### src/rtl/hp_reg3_sync.sv
// Host-to-parasite register 3: two-byte FIFO for 16-bit block transfers.
// In one-byte mode it acts as a single latch; in two-byte mode the flags track complete groups.
module hp_reg3_sync #(
  parameter int                DATA_W    = 8,
  parameter logic [DATA_W-1:0] RST_BYTE0 = 8'hAA,
  parameter logic [DATA_W-1:0] RST_BYTE1 = 8'hEE
) (
  input  logic              h_phi2,
  input  logic              h_rst,
  input  logic              h_wr_stb,
  input  logic [DATA_W-1:0] h_data,
  input  logic              p_rd_stb,
  input  logic              one_byte_mode,
  output logic [DATA_W-1:0] p_data,
  output logic              p_data_available,
  output logic              p_zero_bytes_available,
  output logic              h_full,
  output logic              h_overrun,
  output logic              p_underrun
);

  logic [DATA_W-1:0] byte0_q, byte0_d;
  logic [DATA_W-1:0] byte1_q, byte1_d;
  logic              v0_q, v0_d;
  logic              v1_q, v1_d;
  logic              overrun_q, overrun_d;
  logic              underrun_q, underrun_d;
  logic              wr_ok;

  // Flags are pure decodes of the valid bits under the current mode.
  assign h_full                 = one_byte_mode ? v0_q : v1_q;
  assign p_data_available       = (v0_q & one_byte_mode) | v1_q;
  assign p_zero_bytes_available = ~(v0_q | (v1_q & ~one_byte_mode));
  assign p_data                 = v0_q ? byte0_q : byte1_q;
  assign h_overrun              = overrun_q;
  assign p_underrun             = underrun_q;

  assign wr_ok = h_wr_stb & ~h_full;

  // Read and write are both judged on pre-edge state; the bits they touch never collide.
  always_comb begin
    byte0_d    = byte0_q;
    byte1_d    = byte1_q;
    v0_d       = v0_q;
    v1_d       = v1_q;
    overrun_d  = h_wr_stb & h_full;
    underrun_d = 1'b0;

    if (p_rd_stb) begin
      if (v0_q) begin
        v0_d = 1'b0;
      end else if (!one_byte_mode && v1_q) begin
        v1_d = 1'b0;
      end else begin
        underrun_d = 1'b1;
      end
    end

    // In two-byte mode an accepted write implies !v1, so !v0 selects the first slot.
    if (wr_ok) begin
      if (one_byte_mode || !v0_q) begin
        byte0_d = h_data;
        v0_d    = 1'b1;
      end else begin
        byte1_d = h_data;
        v1_d    = 1'b1;
      end
    end
  end

  always_ff @(posedge h_phi2 or posedge h_rst) begin
    if (h_rst) begin
      byte0_q    <= RST_BYTE0;
      byte1_q    <= RST_BYTE1;
      v0_q       <= 1'b0;
      v1_q       <= 1'b0;
      overrun_q  <= 1'b0;
      underrun_q <= 1'b0;
    end else begin
      byte0_q    <= byte0_d;
      byte1_q    <= byte1_d;
      v0_q       <= v0_d;
      v1_q       <= v1_d;
      overrun_q  <= overrun_d;
      underrun_q <= underrun_d;
    end
  end

endmodule

### config.mk
export PLATFORM = sky130hd
export DESIGN_NAME = hp_reg3_sync
export DESIGN_NICKNAME = d
export VERILOG_FILES = /design/src/rtl/hp_reg3_sync.sv
export SDC_FILE = /design/constraint.sdc
export NUM_CORES = 1
export LEC_CHECK = 0
export ABC_CLOCK_PERIOD_IN_PS = 2900
export CELL_PAD_IN_SITES_DETAIL_PLACEMENT = 1
export CELL_PAD_IN_SITES_GLOBAL_PLACEMENT = 2
export CORE_MARGIN = 5
export CORE_UTILIZATION = 32
export CTS_BUF_LIST = sky130_fd_sc_hd__clkbuf_16
export CTS_CLUSTER_DIAMETER = 120
export DETAILED_ROUTE_END_ITERATION = 10
export MAX_ROUTING_LAYER = met4
export PLACE_DENSITY_LB_ADDON = 0.1
export SLEW_MARGIN = 30
export SYNTH_ARGS = -nofsm -noshare
export SYNTH_HDL_FRONTEND = slang
export SYNTH_SLANG_ARGS = --single-unit
### constraint.sdc
create_clock -name h_phi2 -period 2.9 [get_ports h_phi2]
set_clock_uncertainty 0.2 [all_clocks]
set_input_delay 0.58 -clock h_phi2 [delete_from_list [all_inputs] [get_ports h_phi2]]
set_output_delay 0.58 -clock h_phi2 [all_outputs]
set_load 0.1 [all_outputs]
# == Yosys cells after proc, flatten, opt, wreduce, memory -nomap -nowiden ==
# Cells that the tools add are included.
# word_totals
reg_bits,20
latch_bits,0
mem_bits_rw,0
rom_bits,0
memories,0
# op_classes
addsub,0
multipliers,0
div_mod_pow,0
magnitude_cmp,0
n_eq_ne,0
shift,0
mux,13
bitwise_logic,10
n_reduce_logical,6
# ops
op,count
$mux W1,12
$mux W8,1
$and A1 B1 Y1,4
$not A1 Y1,4
$reduce_and A2 Y1,2
$logic_not A1 Y1,2
$or A1 B1 Y1,2
$logic_and A1 B1 Y1,1
$logic_or A1 B1 Y1,1

# == Longest topological paths before layout ==
# Gate-level depths: netlist (run 1).
# depth
word_depth,7
depth_mapped,4
mapped_depth_nobuf,3

# == Least setup slack after synthesis (run 1) ==
# No wires, ideal clock.
# synth_path
kind,reg2out
from,reg v0_q
to,out p_zero_bytes_available
arrival_ns,1.938
t_required_ns,2.120
slack_ns,0.182
path_stages_with_launch,4
path_cell_list,dfrtp_1 -> buf_2 -> buf_2 -> nor2_1
# synth_between
elab_chain_len,2
# synth_rtl
item,line,text
"start, declared",24,"logic v0_q, v0_d;"
"start signal, assigned",82,v0_q <= v0_d;
$or A1 B1 Y1,33,assign p_zero_bytes_available = ~(v0_q | (v1_q & ~one_byte_mode));
$not A1 Y1,33,
"end, declared",16,"output logic p_zero_bytes_available,"
# No other way between the ends.

# == Worst setup path after layout (run 1) ==
# layout_path
from,in one_byte_mode
to,out h_full
# layout_between
elab_chain_len,1
# layout_rtl
item,line,text
"start, declared",13,"input logic one_byte_mode,"
$mux W1,31,assign h_full = one_byte_mode ? v0_q : v1_q;
"end, declared",17,"output logic h_full,"
# No other way between the ends.

==> results of run 1 <==
## routing by layer
metal  routed length [um]  GRT usage  vias up
met4                   15     0.0398        0
li1                     -          -      268
met3                  114     0.0462        2
met5                    0          -        -
met2                  796      0.146       17
met1                  792      0.122      278
## cells in the mapped netlist
library cell  instances  area share
dfstp_2              10        0.29
dfrtp_1              10        0.28
nor2_1                1      0.0042
inv_1                 2      0.0083
and2_1                1      0.0069
nor3b_4               1       0.021
nand2b_1              2       0.014
a21o_1                1      0.0083
nor2b_2               1      0.0097
nand2_1               2      0.0083
and3b_1               1      0.0097
nor3_1                1      0.0056
mux2_2               22        0.28
nor2b_1               1      0.0069
mux2_1                2       0.025
buf_2                 3       0.017
o21ai_0               2       0.011
## layout make-up
class / instances / area (sq um) / area share
Clock buffer: 3 / 75.1 / 0.0552
Sequential cell: 20 / 513 / 0.378
Timing Repair Buffer: 25 / 355 / 0.262
Multi-Input combinational cell: 38 / 365 / 0.269
Inverter: 2 / 7.51 / 0.00552
Clock inverter: 1 / 3.75 / 0.00276
Tap cell: 31 / 38.8 / 0.0285
## registers in the layout, indices dropped and copies added, names as in the netlist
signal	count
byte0_q	8
h_overrun	1
v1_q	1
v0_q	1
p_underrun	1
byte1_q	8
## final timing paths
kind | slack, ps | to | startpoint | cells past startpoint
max in group asynchronous | 1460 | byte1_q[4] | h_rst | 2
min | 290 | byte0_q[2] | byte0_q[2] | 1
min in group asynchronous | 570 | byte0_q[2] | h_rst | 2
min reg2reg | 290 | byte0_q[2] | byte0_q[2] | 1
max | 440 | h_full | one_byte_mode | 4
max reg2reg | 950 | byte1_q[4] | v0_q | 2
## cell families (layout without fill, tap and decap cells)
kind of cell,after synthesis,count (layout),share of synthesized area
AO/OA/AOI/OAI,3,3,0.0194
buffers and inverters,5,31,0.0250
multiplexers,24,24,0.300
AND/OR/NAND/NOR,11,11,0.0861
flip-flops,20,20,0.569
## stage by stage
stage                     utilization  instances
after global placement          0.468        116
after detailed placement        0.468        116
after CTS                       0.497        120
final                           0.497        120
after floorplan                     -         63
after global routing            0.497        120
## worst reg2reg max path: cells and delay by family (launching register included)
family / cells / cell delay [ps]
muxes: 1 / 380
and+or+nand+nor: 1 / 530
DFF: 1 / 720
==> run_results.csv, run 1 <==
group,metric,value,unit
final_layout,nNetsFinal,103,
worst_hold_path,hold_path_class,"register to register",
critical_path,cp_cell_sequence,"clkdlybuf4s50_1, nor2b_2, nand2b_1, buf_12",
timing,slew_viol_final,0,
outcome,status,"finished clean",
synth,syn_area,901,sq um
synth,yosys_warnings,0,
floorplanning,die_x,63.1,um
final_layout,final_common_cell,"mux2_2",
synth,syn_avg_cell_area,14.3,sq um
cts,cts_resized,0,
synth,ys_ff_latch,20,
global_route,gr-usage-all-layers,0.101,
cts,cts.sinks,20,
final_layout,design_area,1360,sq um
floorplanning,start_util,0.330,
timing,final_hold_viol_count,0,
detailed_routing,dr.pass1.iters,2,
critical_path,critPathSlowestCell,"clkdlybuf4s50_1",
critical_path,cp_top_family,"buffers and inverters",
critical_path,critPathLaunchType,"primary input",
floorplanning,die_area,3980,sq um
timing,worst_pin_slew,754,ps
global_route,grt_start_max_net_pins,21,
placement,hpwl,1210,um
placement,placed_area,1280,sq um
final_layout,final.fill_count,288,
global_route,grt-ovfl-total,0,
detailed_routing,drt_first_iter_violations,10,
timing,fin_crit_sh,0.848,
placement,io_buffers,25,
detailed_routing,wl,1720,um
detailed_routing,detail-route-antenna-nets,0,
synth,synth.distinct_cells,17,
placement,place_congestion,0.674,
global_route,grt_pass1_vias,636,
synth,yosysSeqAreaShare,0.569,
critical_path,worstPathMaxFanout,4,
critical_path,crit_path_end_kind,"output port",
final_layout,final_cell_mix,"22 x mux2_2, 12 x clkdlybuf4s50_1, 11 x buf_12",
timing,hold_slack,286,ps
final_layout,syn_to_final_growth,50.8,%
final_layout,layout-drive-gt1-share,0.562,
cts,cts_buffer_depth,2,
cts,cts_root_buf,"clkbuf_16",
cts,cts_buffers,3,
critical_path,worstPathRequired,2120,ps
global_route,antenna_found_initial,0,
cts,tritoncts,"built",
cts,holdBufCountCts,0,
timing,timing.slew.headroom,0.497,
synth,synthesis.nets,76,
final_layout,n_antenna_cell,0,
detailed_routing,drc,0,
floorplanning,core_area,2730,sq um
critical_path,worstPathArrival,1680,ps
timing,tns,0,ps
timing,fin_crit,2460,ps
detailed_routing,wl_per_cell,14.3,um
cts,clk_latency,250,ps
global_route,grt_pass1_wl,3020,um
cts,cts_setup_buffers,0,
cts,path_clk_slew,60,ps
timing,rsz0062_at_grt,"no",
run,drv_cap,0,
critical_path,path_class,"primary input to output port",
timing,setup_ws,441,ps
critical_path,path_buf_inv,2,
timing,fmax,0.407,GHz
placement,place_ws,436,ps
floorplanning,rows,19,
synth,syn_inst,63,
detailed_routing,vias_per_cell,4.71,
cts,htree_levels,1,
timing,setup_violations,0,
floorplanning,num_io_pins,26,
detailed_routing,via_count,565,
floorplanning,die_h,63.1,um
critical_path,max_stage_delay,470,ps
Power of run 1 is left out: the tool's default activity adds up to more than one toggle a clock period on the data nets, which glitch-free logic cannot reach.
==> inputs of run 2 (changes only) <==
--- a/config.mk
+++ b/config.mk
@@ -5,11 +5,11 @@
 export SDC_FILE = /design/constraint.sdc
 export NUM_CORES = 1
 export LEC_CHECK = 0
-export ABC_CLOCK_PERIOD_IN_PS = 2900
+export ABC_CLOCK_PERIOD_IN_PS = 2510
 export CELL_PAD_IN_SITES_DETAIL_PLACEMENT = 1
 export CELL_PAD_IN_SITES_GLOBAL_PLACEMENT = 2
 export CORE_MARGIN = 5
-export CORE_UTILIZATION = 32
+export CORE_UTILIZATION = 30
 export CTS_BUF_LIST = sky130_fd_sc_hd__clkbuf_16
 export CTS_CLUSTER_DIAMETER = 120
 export DETAILED_ROUTE_END_ITERATION = 10
==> constraint.sdc (replaced) <==
create_clock -name h_phi2 -period 2.51 [get_ports h_phi2]
set_clock_uncertainty 0.2 [all_clocks]
set_input_delay 0.502 -clock h_phi2 [delete_from_list [all_inputs] [get_ports h_phi2]]
set_output_delay 0.502 -clock h_phi2 [all_outputs]
set_load 0.1 [all_outputs]
==> run 2 against run 1 <==
Sequential cell count is the same. Via count grew 3.9%. Register-to-register slack lost 250 ps. Critical path depth is the same. Sequential share of layout area shrank 0.88 points. Global-route usage grew 0.48 points. Core utilization shrank 0.52 points. Worst setup slack lost 270 ps.
==> run_results.csv, run 2 (synthesis results as in run 1) <==
group,metric,value,unit
final_layout,reg.largest.list,"byte0_q x8, byte1_q x8",
detailed_routing,wl_per_cell,15.1,um
floorplanning,start_util,0.318,
detailed_routing,dr.pass1.iters,2,
detailed_routing,via_count,587,
critical_path,crit_path_end_kind,"output port",
final_layout,design_area,1390,sq um
placement,place_congestion,0.713,
floorplanning,rows,19,
timing,worst_pin_slew,620,ps
run,drv_cap,0,
detailed_routing,drt_first_iter_violations,21,
critical_path,cp_top_family,"buffers and inverters",
cts,cts_resized,0,
timing,fin_crit_sh,0.931,
final_layout,n_antenna_cell,0,
worst_hold_path,hold_path_class,"register to register",
outcome,status,"finished clean",
critical_path,max_stage_delay,470,ps
global_route,grt-ovfl-total,0,
cts,clk_latency,250,ps
cts,path_clk_slew,50,ps
detailed_routing,vias_per_cell,4.73,
global_route,grt_pass1_wl,3240,um
cts,tritoncts,"built",
critical_path,worstPathRequired,1810,ps
critical_path,critPathSlowestCell,"clkdlybuf4s50_1",
cts,cts_setup_buffers,0,
timing,setup_violations,0,
placement,io_buffers,25,
floorplanning,die_x,64.8,um
detailed_routing,wl,1880,um
cts,cts.sinks,20,
cts,holdBufCountCts,0,
critical_path,worstPathArrival,1640,ps
critical_path,cp_cell_sequence,"clkdlybuf4s50_1, nor2b_2, nand2b_1, buf_12",
floorplanning,die_h,64.8,um
placement,placed_area,1310,sq um
final_layout,final_common_cell,"mux2_2",
timing,final_hold_viol_count,0,
timing,fin_crit,2340,ps
final_layout,syn_to_final_growth,54.4,%
global_route,gr-usage-all-layers,0.106,
cts,htree_levels,1,
final_layout,final.fill_count,284,
critical_path,path_buf_inv,2,
timing,slew_viol_final,0,
placement,hpwl,1340,um
detailed_routing,detail-route-antenna-nets,0,
floorplanning,die_area,4200,sq um
final_layout,final_cell_mix,"22 x mux2_2, 12 x clkdlybuf4s50_1, 11 x buf_12",
floorplanning,core_area,2830,sq um
timing,rsz0062_at_grt,"no",
timing,tns,0,ps
final_layout,layout-drive-gt1-share,0.591,
cts,cts_root_buf,"clkbuf_16",
floorplanning,num_io_pins,26,
global_route,grt_start_max_net_pins,21,
final_layout,nNetsFinal,107,
global_route,grt_pass1_vias,733,
critical_path,path_class,"primary input to output port",
cts,cts_buffer_depth,2,
detailed_routing,drc,0,
global_route,antenna_found_initial,0,
critical_path,critPathLaunchType,"primary input",
timing,timing.slew.headroom,0.587,
cts,cts_buffers,3,
critical_path,worstPathMaxFanout,4,
timing,fmax,0.428,GHz
[run 2: changes by cell type in the layout (fill, tap and decap cells not counted), sizes merged]
cell,delta
buf,+4
inv,-1
clkinv,+1
[run 2: routing by layer]
metal | vias up | routed length [um] | track usage
li1 | 275 | - | -
met2 | 16 | 1020 | 0.194
met5 | - | 0 | -
met4 | 0 | 19 | 0.0396
met1 | 294 | 710 | 0.0997
met3 | 2 | 128 | 0.0397
[run 2: worst paths after layout]
kind                                from    endpoint  slack (ps)  cells after the start
setup / recovery           one_byte_mode      h_full         170                      4
hold / removal                byte0_q[2]  byte0_q[2]         300                      1
setup reg to reg                    v0_q  byte1_q[0]         700                      3
hold reg to reg               byte0_q[2]  byte0_q[2]         300                      1
max in group asynchronous          h_rst  byte0_q[7]        1460                      3
min in group asynchronous          h_rst  byte0_q[2]         380                      3
[run 2: final cells by class]
cell class	instances	area, sq um	area share
sequential	20	513	0.369
timing repair buffer	29	385	0.277
multi-input combinational	38	368	0.264
clock buffer	3	75.1	0.0540
tap	31	38.8	0.0279
inverter	2	7.51	0.00540
clock inverter	1	3.75	0.00270
[run 2: per-stage QoR]
stage          std cells  worst slack (ps)  hold slack, ps   util
2_1_floorplan         63               291             252      -
3_3_place_gp         120               200             270  0.464
3_5_place_dp         120               172             285  0.464
4_1_cts              124               168             304  0.492
5_1_grt              124               116             324  0.492
6_report             124               172             300  0.492
Power of run 2 is left out for the same reason.
